[src/rtl/hazard_ctrl.sv]
// rtl/hazard_ctrl.sv - hazard, forwarding and mul/div occupancy control for the 5-stage pipeline
//
// Purpose:
//   Looks at the register specifiers and control bits held in the D, E, M and
//   W pipeline registers and produces the stall, flush and bypass selects the
//   pipeline obeys. A small IDLE/BUSY FSM tracks a multi-cycle mul/div op that
//   sits in EX for MD_LAT cycles and freezes the front of the pipe meanwhile.
//
// Parameters:
//   MD_LAT  total EX cycles of a mul/div op (1..16)
//   CNT_W   occupancy counter width, must hold MD_LAT-2
//
// Ports:
//   clk, rst                         clock (rising edge), async active-high reset
//   RsD, RtD                         source specifiers in D
//   RsE, RtE                         source specifiers in E
//   WriteRegE/M/W, RegWriteE/M/W     destination and write enable per stage
//   MemtoRegE, MemtoRegM             load in E / M
//   BranchD, PCSrcD                  branch in D / branch taken
//   MulDivE                          multi-cycle op in E
//   StallF, StallD, StallE           hold PC, D register, E register
//   FlushD, FlushE, FlushM           bubble D, E, M registers
//   ForwardAE, ForwardBE             E operand select: 00 regfile, 01 W, 10 M
//   ForwardAD, ForwardBD             D branch compare takes the M result
//   MdBusy, MdDone                   mul/div holding EX / last EX cycle
//   StallCnt, FlushCnt               stall / flush cycle counters, present only
//                                    when HAZARD_PERF_EN is defined

module hazard_ctrl #(
  parameter int MD_LAT = 4,
  parameter int CNT_W  = 4
) (
  input  logic       clk,
  input  logic       rst,
  input  logic [4:0] RsD,
  input  logic [4:0] RtD,
  input  logic [4:0] RsE,
  input  logic [4:0] RtE,
  input  logic [4:0] WriteRegE,
  input  logic [4:0] WriteRegM,
  input  logic [4:0] WriteRegW,
  input  logic       RegWriteE,
  input  logic       RegWriteM,
  input  logic       RegWriteW,
  input  logic       MemtoRegE,
  input  logic       MemtoRegM,
  input  logic       BranchD,
  input  logic       PCSrcD,
  input  logic       MulDivE,
  output logic       StallF,
  output logic       StallD,
  output logic       StallE,
  output logic       FlushD,
  output logic       FlushE,
  output logic       FlushM,
  output logic [1:0] ForwardAE,
  output logic [1:0] ForwardBE,
  output logic       ForwardAD,
  output logic       ForwardBD,
  output logic       MdBusy,
`ifdef HAZARD_PERF_EN
  output logic [31:0] StallCnt,
  output logic [31:0] FlushCnt,
`endif
  output logic       MdDone
);

  // Value loaded into the counter when an op enters BUSY; the entry cycle in
  // IDLE and the final cnt==0 cycle account for the remaining two EX cycles.
  localparam int              CNT_INIT_I = (MD_LAT > 1) ? (MD_LAT - 2) : 0;
  localparam logic [CNT_W-1:0] CNT_INIT  = CNT_W'(CNT_INIT_I);

  typedef enum logic {
    IDLE = 1'b0,
    BUSY = 1'b1
  } state_t;

  state_t           state_q, state_d;
  logic [CNT_W-1:0] cnt_q, cnt_d;

  logic md_stall;
  logic md_done;
  logic lwstall;
  logic brstall;
  logic hz_stall;

  // r0 is hard-wired to zero, so it never creates a dependency.
  function automatic logic reg_match(input logic [4:0] src, input logic [4:0] dst);
    return (src != 5'd0) && (src == dst);
  endfunction

  // ---------------------------------------------------------------------------
  // Forwarding
  // ---------------------------------------------------------------------------
  // M is the younger producer, so it wins over W.
  always_comb begin
    ForwardAE = 2'b00;
    if (RegWriteM && reg_match(RsE, WriteRegM)) begin
      ForwardAE = 2'b10;
    end else if (RegWriteW && reg_match(RsE, WriteRegW)) begin
      ForwardAE = 2'b01;
    end
  end

  always_comb begin
    ForwardBE = 2'b00;
    if (RegWriteM && reg_match(RtE, WriteRegM)) begin
      ForwardBE = 2'b10;
    end else if (RegWriteW && reg_match(RtE, WriteRegW)) begin
      ForwardBE = 2'b01;
    end
  end

  assign ForwardAD = RegWriteM & reg_match(RsD, WriteRegM);
  assign ForwardBD = RegWriteM & reg_match(RtD, WriteRegM);

  // ---------------------------------------------------------------------------
  // Data hazards
  // ---------------------------------------------------------------------------
  // Load in E whose result D needs next cycle: cannot be forwarded in time.
  assign lwstall = MemtoRegE & (reg_match(RsD, WriteRegE) | reg_match(RtD, WriteRegE));

  // Branches compare in D, so an ALU result still in E, or a load result still
  // in M, is not yet available to the comparator.
  assign brstall = BranchD &
                   ((RegWriteE & (reg_match(RsD, WriteRegE) | reg_match(RtD, WriteRegE))) |
                    (MemtoRegM & (reg_match(RsD, WriteRegM) | reg_match(RtD, WriteRegM))));

  assign hz_stall = lwstall | brstall;

  // ---------------------------------------------------------------------------
  // Mul/div occupancy FSM
  // ---------------------------------------------------------------------------
  // Outputs are decoded from the current state and inputs. They are gated by
  // rst so the stalls release in the very cycle reset is raised, even while
  // MulDivE is still high from the aborted op.
  always_comb begin
    state_d  = state_q;
    cnt_d    = cnt_q;
    md_stall = 1'b0;
    md_done  = 1'b0;
    unique case (state_q)
      IDLE: begin
        if (MulDivE) begin
          if (MD_LAT > 1) begin
            md_stall = 1'b1;
            state_d  = BUSY;
            cnt_d    = CNT_INIT;
          end else begin
            md_done = 1'b1;
          end
        end
      end
      BUSY: begin
        if (cnt_q != '0) begin
          md_stall = 1'b1;
          cnt_d    = cnt_q - CNT_W'(1);
        end else begin
          // The op leaves E at this edge; MulDivE seen now belongs to it,
          // so it must not retrigger. A following op is picked up in IDLE.
          md_done = 1'b1;
          state_d = IDLE;
        end
      end
      default: begin
        state_d = IDLE;
        cnt_d   = '0;
      end
    endcase
    if (rst) begin
      md_stall = 1'b0;
      md_done  = 1'b0;
    end
  end

  // ---------------------------------------------------------------------------
  // Stall / flush resolution
  // ---------------------------------------------------------------------------
  // While mul/div holds EX the whole front freezes and a bubble goes into M;
  // ordinary hazards are masked since nothing in D or E moves anyway.
  always_comb begin
    StallF = 1'b0;
    StallD = 1'b0;
    StallE = 1'b0;
    FlushD = 1'b0;
    FlushE = 1'b0;
    FlushM = 1'b0;
    if (md_stall) begin
      StallF = 1'b1;
      StallD = 1'b1;
      StallE = 1'b1;
      FlushM = 1'b1;
    end else begin
      StallF = hz_stall;
      StallD = hz_stall;
      FlushE = hz_stall;
      // A taken branch still waiting on an operand holds in D; the redirect
      // flush happens only once it actually resolves.
      FlushD = PCSrcD & ~hz_stall;
    end
  end

  assign MdBusy = md_stall;
  assign MdDone = md_done;

`ifdef HAZARD_PERF_EN
  // ---------------------------------------------------------------------------
  // Performance counters (free-running, wrap at 2^32)
  // ---------------------------------------------------------------------------
  logic [31:0] stall_cnt_q, stall_cnt_d;
  logic [31:0] flush_cnt_q, flush_cnt_d;

  always_comb begin
    stall_cnt_d = stall_cnt_q;
    flush_cnt_d = flush_cnt_q;
    if (StallF) begin
      stall_cnt_d = stall_cnt_q + 32'd1;
    end
    if (FlushD | FlushE) begin
      flush_cnt_d = flush_cnt_q + 32'd1;
    end
  end

  assign StallCnt = stall_cnt_q;
  assign FlushCnt = flush_cnt_q;
`endif

  // ---------------------------------------------------------------------------
  // State registers
  // ---------------------------------------------------------------------------
  always_ff @(posedge clk or posedge rst) begin
    if (rst) begin
      state_q     <= IDLE;
      cnt_q       <= '0;
`ifdef HAZARD_PERF_EN
      stall_cnt_q <= 32'd0;
      flush_cnt_q <= 32'd0;
`endif
    end else begin
      state_q     <= state_d;
      cnt_q       <= cnt_d;
`ifdef HAZARD_PERF_EN
      stall_cnt_q <= stall_cnt_d;
      flush_cnt_q <= flush_cnt_d;
`endif
    end
  end

endmodule

[config.mk]
export PLATFORM = sky130hd
export DESIGN_NAME = hazard_ctrl
export DESIGN_NICKNAME = d
export VERILOG_FILES = /design/src/rtl/hazard_ctrl.sv
export SDC_FILE = /design/constraint.sdc
export NUM_CORES = 1
export LEC_CHECK = 0
export CAP_MARGIN = 30
export CORE_MARGIN = 3
export CORE_UTILIZATION = 36
export DETAILED_ROUTE_END_ITERATION = 10
export PLACE_DENSITY_LB_ADDON = 0.12
export SYNTH_ARGS = -nofsm -noshare
export SYNTH_HDL_FRONTEND = slang
export SYNTH_SLANG_ARGS = --single-unit
[constraint.sdc]
create_clock -name clk -period 2 [get_ports clk]
set_input_delay 0.2 -clock clk [delete_from_list [all_inputs] [get_ports clk]]
set_output_delay 0.2 -clock clk [all_outputs]
set_load 0.1 [all_outputs]
After elaboration in Yosys (flattened, before gate mapping)
Index checks and enable logic that the tools add are counted.
{"block": "totals", "ff_bits": 5, "inputBits": 45, "output_inout_bits": 14, "elab_cells": 62}
{"block": "classes", "add_sub_neg": 1, "n_eq_ne": 10, "mux": 18, "bitwise": 13, "reduce_logical": 18}
{"cell": "$eq A5 B5 Y1", "count": 8}
{"cell": "$reduce_bool A5 Y1", "count": 4}
{"cell": "$logic_and A1 B1 Y1", "count": 12}
{"cell": "$mux W1", "count": 11}
{"cell": "$mux W4", "count": 2}
{"cell": "$pmux W4 S2", "count": 1}
{"cell": "$and A1 B1 Y1", "count": 7}
{"cell": "$mux W2", "count": 2}
{"cell": "$or A1 B1 Y1", "count": 4}
{"cell": "$pmux W1 S2", "count": 2}
{"cell": "$reduce_bool A4 Y1", "count": 1}
{"cell": "$sub A4 B1 Y4 const B", "count": 1}
{"cell": "$ne A2 B1 Y1 const B", "count": 1}
{"cell": "$ne A2 B2 Y1 const B", "count": 1}
{"cell": "$not A1 Y1", "count": 2}
{"cell": "$reduce_and A2 Y1", "count": 1}

Depth between registers and ports, before layout
{"block": "logic_depth", "depth_word": 10, "ltp_mapped": 7, "mapped_depth_nobuf": 7}

Worst setup path after synthesis
No wires, ideal clock.
{"block": "synth_timing", "path_kind": "in2out", "startpoint": "in WriteRegM[2]", "endpoint": "out ForwardBE[0]", "arrival_ns": 5.510, "setup_slack_ns": -3.710, "cell_stages": 5, "path_cell_list": "clkbuf_1 xnor2_1 nand4_1 nor4_1 nor4_1"}
{"block": "synth_via", "elab_chain_len": 4}
{"element": "start: declaration", "line": "40", "source": "input logic [4:0] WriteRegM,"}
{"element": "$eq A5 B5 Y1", "line": "89", "source": "return (src != 5'd0) && (src == dst);"}
{"element": "$logic_and A1 B1 Y1", "line": "89"}
{"element": "$logic_and A1 B1 Y1", "line": "107", "source": "if (RegWriteM && reg_match(RtE, WriteRegM)) begin"}
{"element": "$mux W2", "line": "107"}
{"element": "end: declaration", "line": "57", "source": "output logic [1:0] ForwardBE,"}
Every way passes these cells.

Worst setup path in the final report
{"block": "layout_timing", "startpoint": "in WriteRegM[2]", "endpoint": "out FlushE"}
{"block": "layout_via", "elab_chain_len": 8, "elab_cells_between_ends": 10, "classes_between": "eq/ne (2); mux (1); bitwise (5); reduce/logical (2)"}
{"element": "$eq A5 B5 Y1", "line": "89"}
{"element": "$logic_and A1 B1 Y1", "line": "89"}
{"element": "$or A1 B1 Y1 (*)", "line": "127", "source": "(MemtoRegM & (reg_match(RsD, WriteRegM) | reg_match(RtD, WriteRegM))));"}
{"element": "$and A1 B1 Y1 (*)", "line": "127"}
{"element": "$or A1 B1 Y1 (*)", "line": "126", "source": "((RegWriteE & (reg_match(RsD, WriteRegE) | reg_match(RtD, WriteRegE))) |"}
{"element": "$and A1 B1 Y1 (*)", "line": "125", "source": "assign brstall = BranchD &"}
{"element": "$or A1 B1 Y1 (*)", "line": "129", "source": "assign hz_stall = lwstall | brstall;"}
{"element": "$mux W1 (*)", "line": "188", "source": "if (md_stall) begin"}
{"element": "end: declaration", "line": "54", "source": "output logic FlushE,"}
Mark *: on every way between the ends. The rest lies on a longest branch, timed or not.

==> flow_metrics.py <==
metrics = {
    "setup_path": {
        "critical-path-slowest-cell": "nor4_4",
        "critPathKind": "primary input to primary output",
        "max_stage_delay_ns": 0.32,
        "timing.critical_path.arrival_ns": 1.95,
        "cp_max_fo": 3,
        "crit_required_ns": 1.80,
        "rr_worst_depth": 8,
        "crit_chain": "dlygate4sd2_1 > xnor2_1 > nand3_1 > nor4_4 > o211ai_2 > buf_4 > a21oi_4 > buf_12",
        "critPathLaunchType": "primary input",
        "cp-end-kind": "primary output",
    },
    "sta": {
        "relSlewSlack_pct": 75.5,
        "post-route-min-period_ns": 2.15,
        "clock.fmax_mhz": 466,
        "setup_violations": 5,
        "setup_slack_ns": -0.147,
        "hold_viol": 0,
        "rsz0062_at_grt": "yes",
        "worstMarginPinSlew_ns": 0.365,
        "period_share_pct": 107,
        "holdWs_ns": 0.311,
        "slew_violations": 0,
        "clock_skew_ns": 0.00352,
    },
    "route": {
        "vias": 1291,
        "drc": 0,
        "wl_per_cell_um": 21.6,
        "drtAntennaViolNets": 0,
        "drt_iter0_drc": 47,
        "drt_wl_total_um": 5000,
        "dr.pass1.iters": 4,
        "viasPerCell": 5.59,
    },
    "synthesis": {
        "synthArstFlopShare_pct": 100,
        "syn_area_um2": 872,
        "ys_types": 30,
        "synth_seq_cells": 5,
        "netlist_instances": 106,
        "syn-num-nets": 153,
        "synth_edf_count": 0,
        "synth.avg_cell_area_um2": 8.23,
        "ys.flop_type": "dfrtp_1",
        "synth-seq-area-share_pct": 14.3,
        "yosysWarnings": 0,
    },
    "layout": {
        "diodes": 0,
        "fin_nets": 251,
        "final_area_um2": 2100,
        "drive_gt1_share_pct": 46.8,
        "layoutNonFillerInstCount": 231,
        "area_delta_synth_final_pct": 141,
    },
    "placed_design": {
        "dp_hpwl_um": 3210,
        "dpl_cell_area_um2": 1930,
        "port-buffer-count": 58,
        "dp_slack_ns": -0.282,
        "gp_congestion": 0.900,
        "placed_cells": 216,
    },
    "pwr": {
        "p_leak_nw": 0.880,
        "p_per_area_nw_per_um2": 693,
        "p_total_mw": 1.45,
        "peakVddDrop_v": 0.000969,
    },
    "worst_hold_path": {
        "hold_class": "primary input to asynchronous set/reset pin",
    },
    "cts": {
        "root_buffer": "clkbuf_4",
        "cts_buffers": 3,
        "cts_tree": "yes",
        "htreeDepth": 1,
        "clkTransAtPathRegs_ns": 0.04,
        "ctsHoldBuffers": 0,
        "clk_path_buf_depth": 2,
        "clk_latency_ns": 0.24,
        "cts.sinks": 5,
    },
    "floorplanning": {
        "die-area_um2": 3050,
        "core_um2": 2250,
        "initial_core_util_pct": 38.7,
        "io_pins": 59,
        "die_h_um": 55.2,
        "rows": 17,
        "die_w_um": 55.2,
    },
    "run_status": {
        "violations": "setup timing",
        "outcome": "finished with violations",
    },
    "grt": {
        "grt_overflow": 0,
        "grt.total_usage_pct": 30.7,
        "grt_pass1_vias": 1454,
        "grt_pass1_wl_um": 7400,
        "antenna_found_initial": 0,
        "grt_max_degree": 6,
    },
    "flow_run": {
        "cap_violations": 0,
    },
}
[placed cells by master, fill, tap and decap left out, drive strengths merged, types with 3 or more instances in the layout]
cell and instances:
xor2 12, or4 4, clkdlybuf4s50 16, nand3 4
inv 7, xnor2 29, clkbuf 8, nor4 9
buf 58, o21ai 3, nand2 3, nand4 4
dlygate4sd2 17, nor2 5, dfrtp 5
[metal layers]
layer / track usage (%) / up-vias / share of wire [%]
met5: 0 / - / 0
met4: 14.2 / 0 / 6.0
met3: 6.54 / 28 / 5.4
met2: 57.3 / 75 / 53
met1: 32.3 / 621 / 36
li1: - / 567 / -
[state kept, by name, indices dropped and copies added (netlist names)]
signal / cells
cnt_q: 4
state_q: 1
[path summary, 6_finish.rpt]
| kind | from | to | slack, ns |
|---|---|---|---|
| setup / recovery | WriteRegM[2] | FlushE | -0.15 |
| hold / removal | rst | cnt_q[3] | 0.31 |
| setup reg to reg | cnt_q[1] | cnt_q[3] | 0.42 |
| hold reg to reg | cnt_q[2] | cnt_q[2] | 0.56 |
| max in group asynchronous | rst | state_q | 1.51 |
| min in group clk | cnt_q[2] | cnt_q[2] | 0.56 |
[critical path: cells and delay by family]
| family | cells | cell delay, ns |
|---|---|---|
| simple gates | 2 | 0.48 |
| compound gates | 2 | 0.35 |
| buf+inv | 3 | 0.67 |
| xor+xnor | 1 | 0.24 |
[logic make-up after synthesis]
group	share of synthesized area, %
AO/OA/AOI/OAI	8.47
multiplexers	1.15
adder cells (fa/ha/maj)	2.87
AND/OR/NAND/NOR	26.0
buffers and inverters	6.03
XOR/XNOR	41.2
flip-flops	14.3
[through the flow]
| stage | utilization, % | TNS (ns) |
|---|---|---|
| 2_1_floorplan | - | -2.27 |
| 3_3_place_gp | 85.7 | -1.01 |
| 3_5_place_dp | 85.7 | -1.61 |
| 4_1_cts | 91.6 | 0 |
| 5_1_grt | 93.1 | -0.696 |
| 6_report | 93.1 | -0.384 |
[layout make-up]
type | count | area (um^2)
clock buffers | 4 | 26.3
repair buffers | 97 | 972
inverters | 7 | 26.3
fillers | 79 | 156
well taps | 28 | 35.0
flip-flops and latches | 5 | 125
multi-input cells | 90 | 913
[cells in the mapped netlist (2+ instances only)]
| master | n | share of area, % |
|---|---|---|
| a21oi_1 | 2 | 1.1 |
| and2_1 | 2 | 1.4 |
| buf_4 | 3 | 2.6 |
| dfrtp_1 | 5 | 14 |
| ha_1 | 2 | 2.9 |
| inv_1 | 7 | 3.0 |
| nand2_1 | 3 | 1.3 |
| nand2b_1 | 2 | 1.4 |
| nand3_1 | 4 | 2.3 |
| nand4_1 | 4 | 2.9 |
| nor2_1 | 4 | 1.7 |
| nor4_1 | 8 | 5.7 |
| o21ai_0 | 2 | 1.1 |
| or4_1 | 3 | 2.6 |
| xnor2_1 | 29 | 29 |
| xor2_1 | 12 | 12 |
[timing repair]
action,in CTS,in global routing
buffers inserted,8,3
resized for setup,56,18
pin swaps,22,15
cloned,0,0
setup endpoints to repair,10,7
[power breakdown]
part,total [mW],switching [mW],internal (mW)
Combinational,1.14,0.663,0.480
Clock,0.115,0.0394,0.0753
Sequential,0.196,0.0454,0.151
Power figures use the tool's default switching activity.
